**src/rtl/display_pkg.sv**
```systemverilog
// -----------------------------------------------------------------------------
// display_pkg
// Shared definitions for the binary-to-BCD / digit-scan display path.
//   DIGIT_W      : width of one BCD digit
//   ANODE_ON     : anode level that lights a digit (boards use active-low)
//   conv_state_e : states of the double-dabble conversion FSM
//   add3_if_ge5  : double-dabble nibble correction step
// Optional feature macro used by this slice: BIN_TO_BCD_SCAN_LZ_BLANK_EN
// -----------------------------------------------------------------------------
package display_pkg;

  localparam int   DIGIT_W  = 4;
  localparam logic ANODE_ON = 1'b0;

  typedef enum logic [1:0] {
    IDLE  = 2'd0,
    SHIFT = 2'd1,
    DONE  = 2'd2
  } conv_state_e;

  // Nibbles of 5..9 get +3 so that the following left shift carries into the
  // next decimal digit exactly when the doubled value reaches 10.
  function automatic logic [DIGIT_W-1:0] add3_if_ge5(input logic [DIGIT_W-1:0] nib);
    logic [DIGIT_W-1:0] res;
    if (nib >= 4'd5) begin
      res = nib + 4'd3;
    end else begin
      res = nib;
    end
    return res;
  endfunction

endpackage

```
**src/rtl/digit_scanner.sv**
```systemverilog
// -----------------------------------------------------------------------------
// digit_scanner
// Time-multiplexes a packed BCD value onto one 4-bit digit bus with one-hot
// anode enables. A free-running prescaler sets how long each digit is lit.
// Ports:
//   clk_i      : clock, all state on rising edge
//   rst_i      : synchronous active-high reset
//   bcd_all_i  : packed BCD value, digit 0 (units) in [3:0]
//   bcd_out_o  : nibble of the currently selected digit (registered)
//   an_o       : anode enables, ANODE_ON level selects (registered)
// Macro BIN_TO_BCD_SCAN_LZ_BLANK_EN: blank digits above the most significant
// nonzero digit (digit 0 is never blanked).
// -----------------------------------------------------------------------------
module digit_scanner
  import display_pkg::*;
#(
  parameter int DIGITS   = 5,
  parameter int SCAN_DIV = 50000
) (
  input  logic                   clk_i,
  input  logic                   rst_i,
  input  logic [4*DIGITS-1:0]    bcd_all_i,
  output logic [DIGIT_W-1:0]     bcd_out_o,
  output logic [DIGITS-1:0]      an_o
);

  localparam int PW = (SCAN_DIV > 1) ? $clog2(SCAN_DIV) : 1;
  localparam int IW = (DIGITS > 1) ? $clog2(DIGITS) : 1;
  localparam logic [PW-1:0] PRESC_MAX = PW'(SCAN_DIV - 1);
  localparam logic [IW-1:0] IDX_MAX   = IW'(DIGITS - 1);

  logic [PW-1:0]      presc_q, presc_d;
  logic [IW-1:0]      idx_q, idx_d;
  logic [DIGITS-1:0]  blank_d;
  logic [DIGITS-1:0]  an_d, an_q;
  logic [DIGIT_W-1:0] nib_d, bcd_out_q;
`ifdef BIN_TO_BCD_SCAN_LZ_BLANK_EN
  logic               seen_d;
`endif

  // Prescaler terminal count advances the digit index, wrapping at the top digit.
  always_comb begin
    presc_d = presc_q;
    idx_d   = idx_q;
    if (presc_q == PRESC_MAX) begin
      presc_d = '0;
      if (idx_q == IDX_MAX) begin
        idx_d = '0;
      end else begin
        idx_d = idx_q + 1'b1;
      end
    end else begin
      presc_d = presc_q + 1'b1;
    end
  end

  // Leading-zero blank mask: a digit is blank while no nonzero digit sits at or above it.
  always_comb begin
    blank_d = '0;
`ifdef BIN_TO_BCD_SCAN_LZ_BLANK_EN
    seen_d  = 1'b0;
    for (int d = DIGITS - 1; d >= 1; d--) begin
      if (bcd_all_i[d*DIGIT_W +: DIGIT_W] != 4'd0) begin
        seen_d = 1'b1;
      end else begin
        seen_d = seen_d;
      end
      blank_d[d] = ~seen_d;
    end
`endif
  end

  // Anode and nibble for the upcoming index; a blanked slot lights nothing and drives 0.
  always_comb begin
    an_d  = {DIGITS{~ANODE_ON}};
    nib_d = bcd_all_i[DIGIT_W*idx_d +: DIGIT_W];
    if (blank_d[idx_d]) begin
      nib_d = 4'd0;
    end else begin
      an_d[idx_d] = ANODE_ON;
    end
  end

  // Scan state and outputs; anode and nibble always update on the same edge.
  always_ff @(posedge clk_i) begin
    if (rst_i) begin
      presc_q   <= '0;
      idx_q     <= '0;
      an_q      <= {DIGITS{~ANODE_ON}};
      an_q[0]   <= ANODE_ON;
      bcd_out_q <= 4'd0;
    end else begin
      presc_q   <= presc_d;
      idx_q     <= idx_d;
      an_q      <= an_d;
      bcd_out_q <= nib_d;
    end
  end

  assign an_o      = an_q;
  assign bcd_out_o = bcd_out_q;

endmodule

```
**src/rtl/bin_to_bcd_scan.sv**
```systemverilog
// -----------------------------------------------------------------------------
// bin_to_bcd_scan
// Converts a binary value to packed BCD with a sequential double-dabble engine
// (one bit per cycle), commits the result atomically, and scans the committed
// digits onto a shared BCD bus with active-low anodes.
// Ports:
//   clk     : clock, all state on rising edge
//   rst     : synchronous active-high reset (aborts a running conversion)
//   bin_in  : binary value, sampled when a load is accepted
//   load    : conversion request, accepted only while busy is low
//   busy    : high while a conversion is in progress
//   bcd_out : nibble of the currently scanned digit
//   an      : anode enables, active low, one-hot-zero
//   bcd_all : committed BCD result, digit 0 in [3:0]
// Macro BIN_TO_BCD_SCAN_LZ_BLANK_EN enables leading-zero blanking in the scanner.
// -----------------------------------------------------------------------------
module bin_to_bcd_scan
  import display_pkg::*;
#(
  parameter int BIN_W    = 16,
  parameter int DIGITS   = 5,
  parameter int SCAN_DIV = 50000
) (
  input  logic                 clk,
  input  logic                 rst,
  input  logic [BIN_W-1:0]     bin_in,
  input  logic                 load,
  output logic                 busy,
  output logic [3:0]           bcd_out,
  output logic [DIGITS-1:0]    an,
  output logic [4*DIGITS-1:0]  bcd_all
);

  localparam int SW = DIGIT_W * DIGITS;
  localparam int CW = $clog2(BIN_W + 1);
  localparam logic [CW-1:0] CNT_LOAD = CW'(BIN_W);
  localparam logic [CW-1:0] CNT_LAST = CW'(1);

  conv_state_e   state_q;
  logic [BIN_W-1:0] shift_q;
  logic [SW-1:0]    scratch_q;
  logic [SW-1:0]    scratch_adj_d;
  logic [CW-1:0]    cnt_q;
  logic             busy_q;
  logic [SW-1:0]    bcd_all_q;

  // Per-nibble +3 correction applied before every shift.
  always_comb begin
    scratch_adj_d = '0;
    for (int d = 0; d < DIGITS; d++) begin
      scratch_adj_d[d*DIGIT_W +: DIGIT_W] = add3_if_ge5(scratch_q[d*DIGIT_W +: DIGIT_W]);
    end
  end

  // Conversion FSM; the committed result only changes in DONE so the display never tears.
  always_ff @(posedge clk) begin
    if (rst) begin
      state_q   <= IDLE;
      busy_q    <= 1'b0;
      shift_q   <= '0;
      scratch_q <= '0;
      cnt_q     <= '0;
      bcd_all_q <= '0;
    end else begin
      case (state_q)
        IDLE: begin
          if (load) begin
            shift_q   <= bin_in;
            scratch_q <= '0;
            cnt_q     <= CNT_LOAD;
            state_q   <= SHIFT;
            busy_q    <= 1'b1;
          end else begin
            state_q   <= IDLE;
            busy_q    <= 1'b0;
          end
        end
        SHIFT: begin
          // Top scratch bit falls off: the result wraps modulo 10^DIGITS.
          {scratch_q, shift_q} <= {scratch_adj_d[SW-2:0], shift_q, 1'b0};
          cnt_q <= cnt_q - 1'b1;
          if (cnt_q == CNT_LAST) begin
            state_q <= DONE;
          end else begin
            state_q <= SHIFT;
          end
        end
        DONE: begin
          bcd_all_q <= scratch_q;
          state_q   <= IDLE;
          busy_q    <= 1'b0;
        end
        default: begin
          state_q <= IDLE;
          busy_q  <= 1'b0;
        end
      endcase
    end
  end

  digit_scanner #(
    .DIGITS   (DIGITS),
    .SCAN_DIV (SCAN_DIV)
  ) u_scan (
    .clk_i     (clk),
    .rst_i     (rst),
    .bcd_all_i (bcd_all_q),
    .bcd_out_o (bcd_out),
    .an_o      (an)
  );

  assign busy    = busy_q;
  assign bcd_all = bcd_all_q;

endmodule

```
**config.mk**
```make
export PLATFORM = sky130hd
export DESIGN_NAME = bin_to_bcd_scan
export DESIGN_NICKNAME = d
export VERILOG_FILES = /design/src/rtl/display_pkg.sv /design/src/rtl/digit_scanner.sv /design/src/rtl/bin_to_bcd_scan.sv
export SDC_FILE = /design/constraint.sdc
export NUM_CORES = 1
export LEC_CHECK = 0
export CORE_MARGIN = 4
export CORE_UTILIZATION = 40
export DETAILED_ROUTE_END_ITERATION = 10
export PLACE_DENSITY = 0.62
export SLEW_MARGIN = 10
export SYNTH_ARGS = -nofsm -noshare
export SYNTH_HDL_FRONTEND = slang
export SYNTH_HIERARCHICAL = 1
export SYNTH_SLANG_ARGS = --single-unit
export TNS_END_PERCENT = 1
```
**constraint.sdc**
```tcl
create_clock -name clk -period 2 [get_ports clk]
set_clock_uncertainty 0.15 [all_clocks]
set_input_delay 0.4 -clock clk [delete_from_list [all_inputs] [get_ports clk]]
set_output_delay 0.4 -clock clk [all_outputs]
set_load 0.005 [all_outputs]
```
==> flow_metrics.env <==
export IMPL_outcome="finished, violations left"
export IMPL_violations="negative setup slack"
export IMPL_critical_path_arrival_ps=2160
export IMPL_detailedRoute_firstIterationViolations=147
export IMPL_area_growth_pct=25.51
export IMPL_first_global_vias=3266
export IMPL_syn_nets=508
export IMPL_hold_class="in2reg"
export IMPL_fin_area_um2=5214
export IMPL_period_needed_ps=2058
export IMPL_clkTransAtPathRegs_ps=90
export IMPL_drv_cap=0
export IMPL_layout_common_cells="86 x dfxtp_1, 74 x nand2_1, 56 x nor2_1, 47 x clkdlybuf4s50_1, 36 x a21oi_1"
export IMPL_fin_util_pct=52.38
export IMPL_worstSetupPathType="reg2reg"
export IMPL_ios=49
export IMPL_cts_root_buf="clkbuf_8"
export IMPL_hpwl_um=6475
export IMPL_clock_latency_ps=350
export IMPL_synth_area_um2=4154
export IMPL_setup_viol=4
export IMPL_fmax_ghz=0.4860
export IMPL_ys_flop_type="dfxtp_1"
export IMPL_cts_max_path_buffers=2
export IMPL_report_final_slew_viol_count=0
export IMPL_hold_viol=0
export IMPL_fin_crit_sh_pct=102.9
export IMPL_crit_fanout=12
export IMPL_ir_drop_mv=0.3073
export IMPL_async_flop_share_pct=0
export IMPL_gp_congestion=0.8415
export IMPL_htree_num_levels=3
export IMPL_finalNetCount=579
export IMPL_ys_seq_area_share_pct=44.34
export IMPL_grt_ovfl_total=0
export IMPL_path_cells="ha_4, and3_4, and4_4, mux2i_4, buf_12, mux2i_2, o22ai_1, a21o_1"
export IMPL_grt_first_pass_wirelength_um=15160
export IMPL_setup_tns_ps=-168.0
export IMPL_wl_per_cell_um=13.05
export IMPL_postCtsSetupBuffers=0
export IMPL_slew_headroom_pct=59.24
export IMPL_grt_max_degree=57
export IMPL_r2r_slack_ps=-60
export IMPL_ys_seq_elements=92
export IMPL_die_w_um=109.9
export IMPL_synth_edff_count=0
export IMPL_synth_cell_types=54
export IMPL_ctsHoldBuffers=0
export IMPL_tightestPinTransition_ps=610.7
export IMPL_rsz0062_at_grt="true"
export IMPL_cts_made_buffers=9
export IMPL_p_leak_nw=2.031
export IMPL_vias=3449
export IMPL_wl_um=8911
export IMPL_power_density_nw_per_um2=657.9
export IMPL_diodes=0
export IMPL_critPathMaxStageDelay_ps=350
export IMPL_p_total_mw=3.430
export IMPL_drt_first_pass_iters=4
export IMPL_worst_slack_ps=-57.72
export IMPL_via_per_inst=5.050
export IMPL_slowest_stage="dfxtp_2"
export IMPL_core_area_um2=9955
export IMPL_clock_sinks=92
export IMPL_start_util_pct=41.73
export IMPL_antenna_found_initial=0
export IMPL_die_h_um=109.9
export IMPL_endpoint_kind="flip-flop"
export IMPL_drive_gt1_share_pct=14.91
export IMPL_layout_commonest_cell="dfxtp_1"
export IMPL_dpl_cell_area_um2=5002
export IMPL_crit_required_ps=2100
export IMPL_timing_hold_ws_ps=303.6
export IMPL_tritoncts="built"
export IMPL_netlist_instances=474
export IMPL_rows=36
export IMPL_drc=0
export IMPL_ys_warn_count=6
export IMPL_dieArea_um2=12080
export IMPL_syn_area_per_cell_um2=8.764
export IMPL_grt_use_total_pct=15.74
export IMPL_portBuffers=48
export IMPL_start_kind="flip-flop"
export IMPL_ant_nets=0
power breakdown:
group	leakage [nW]	switching, mW	internal (mW)	total [mW]
Sequential	0.750	0.0403	1.89	1.93
Combinational	1.19	0.168	0.145	0.313
Clock	0.0929	0.682	0.510	1.19
Total	2.03	0.890	2.54	3.43
cell type report:
| class | instances | area [um^2] |
|---|---|---|
| inverters | 18 | 67.56 |
| flip-flops and latches | 92 | 1849 |
| well taps | 133 | 166.4 |
| repair buffers | 83 | 763.2 |
| clock inverters | 6 | 55.05 |
| clock buffers | 10 | 137.6 |
| fillers | 948 | 4741 |
| multi-input cells | 341 | 2175 |
synth_stat cells (2+ instances only):
| master | n | area, um^2 |
|---|---|---|
| nor3_1 | 12 | 60.06 |
| a211oi_1 | 3 | 22.52 |
| inv_1 | 17 | 63.81 |
| a311oi_2 | 3 | 45.04 |
| a22oi_1 | 2 | 15.01 |
| a21oi_1 | 36 | 180.2 |
| a311oi_1 | 9 | 78.83 |
| and4bb_1 | 2 | 25.02 |
| xnor2_1 | 11 | 96.34 |
| o22ai_1 | 4 | 25.02 |
| buf_2 | 9 | 45.04 |
| nand4_1 | 4 | 25.02 |
| buf_1 | 2 | 7.510 |
| and3_1 | 3 | 18.77 |
| o21ai_0 | 11 | 55.05 |
| dfxtp_1 | 92 | 1842 |
| a2bb2oi_1 | 4 | 35.03 |
| nor2_1 | 57 | 214.0 |
| nand2_1 | 74 | 277.8 |
| a22o_1 | 14 | 122.6 |
| ha_1 | 15 | 187.7 |
| mux2i_1 | 15 | 150.1 |
| a21o_1 | 3 | 22.52 |
| or2_2 | 2 | 12.51 |
| clkbuf_1 | 9 | 33.78 |
| nor2b_1 | 3 | 18.77 |
| nand3_1 | 10 | 50.05 |
| xor2_1 | 12 | 105.1 |
| nand2b_1 | 10 | 62.56 |
| buf_4 | 2 | 15.01 |
worst paths after layout:
kind	startpoint	end	depth (start not counted)
min reg2reg	bcd_all[19]$_SDFFE_PP0N_	bcd_all[19]$_SDFFE_PP0N_	2
min	rst	u_scan/idx_q[2]$_SDFF_PP0_	3
max reg2reg	u_scan/presc_q[1]$_SDFF_PP0_	u_scan/bcd_out_o[1]$_SDFF_PP0_	8
max	u_scan/presc_q[1]$_SDFF_PP0_	u_scan/bcd_out_o[1]$_SDFF_PP0_	8
per-stage QoR:
step / cells / worst slack, ps
global placement: 667 / -273.3
finish: 683 / -57.72
global route: 683 / -178.9
floorplan: 474 / -15.54
detailed placement: 667 / -282.2
CTS: 683 / -78.37
per-layer routing:
layer  vias to the layer above  routed length, um  global-route usage [%]
li1                       1773                  -                       -
met1                      1606               4209                   20.51
met2                        68               4135                   25.82
met3                         2                521                   3.993
met4                         0                 44                   4.274
met5                         -                  0                       0
timing repair:
action                     CTS  global route
setup endpoints to repair    4            19
gates resized for setup      2             4
pin swaps                    0             2
cloned                       0             0
critical path, delay by kind of cell (launching register included):
| kind | cells | cell delay, ps |
|---|---|---|
| buffers and inverters | 1 | 170 |
| flip-flops | 1 | 350 |
| AO/OA/AOI/OAI | 2 | 240 |
| adder cells (fa/ha/maj) | 1 | 130 |
| AND/OR/NAND/NOR | 2 | 440 |
| multiplexers | 2 | 460 |
registers in the layout, summed over array words and instances (netlist names):
name,cells
bcd_all,20
scratch_q,20
shift_q,16
u_scan/presc_q,16
cnt_q,5
u_scan/an_o,5
u_scan/bcd_out_o,4
u_scan/idx_q,3
state_q,2
busy,1
cell families after synthesis:
family | count (synthesis) | synth area share (%)
and+or+nand+nor | 193 | 22.38
adders and majority gates | 15 | 4.518
AOI/OAI and AO/OA | 93 | 15.27
muxes | 17 | 4.307
DFF | 92 | 44.34
xor gates and xnor gates | 23 | 4.849
buffers and inverters | 41 | 4.337
No activity file was read; power rests on OpenSTA's default activity.
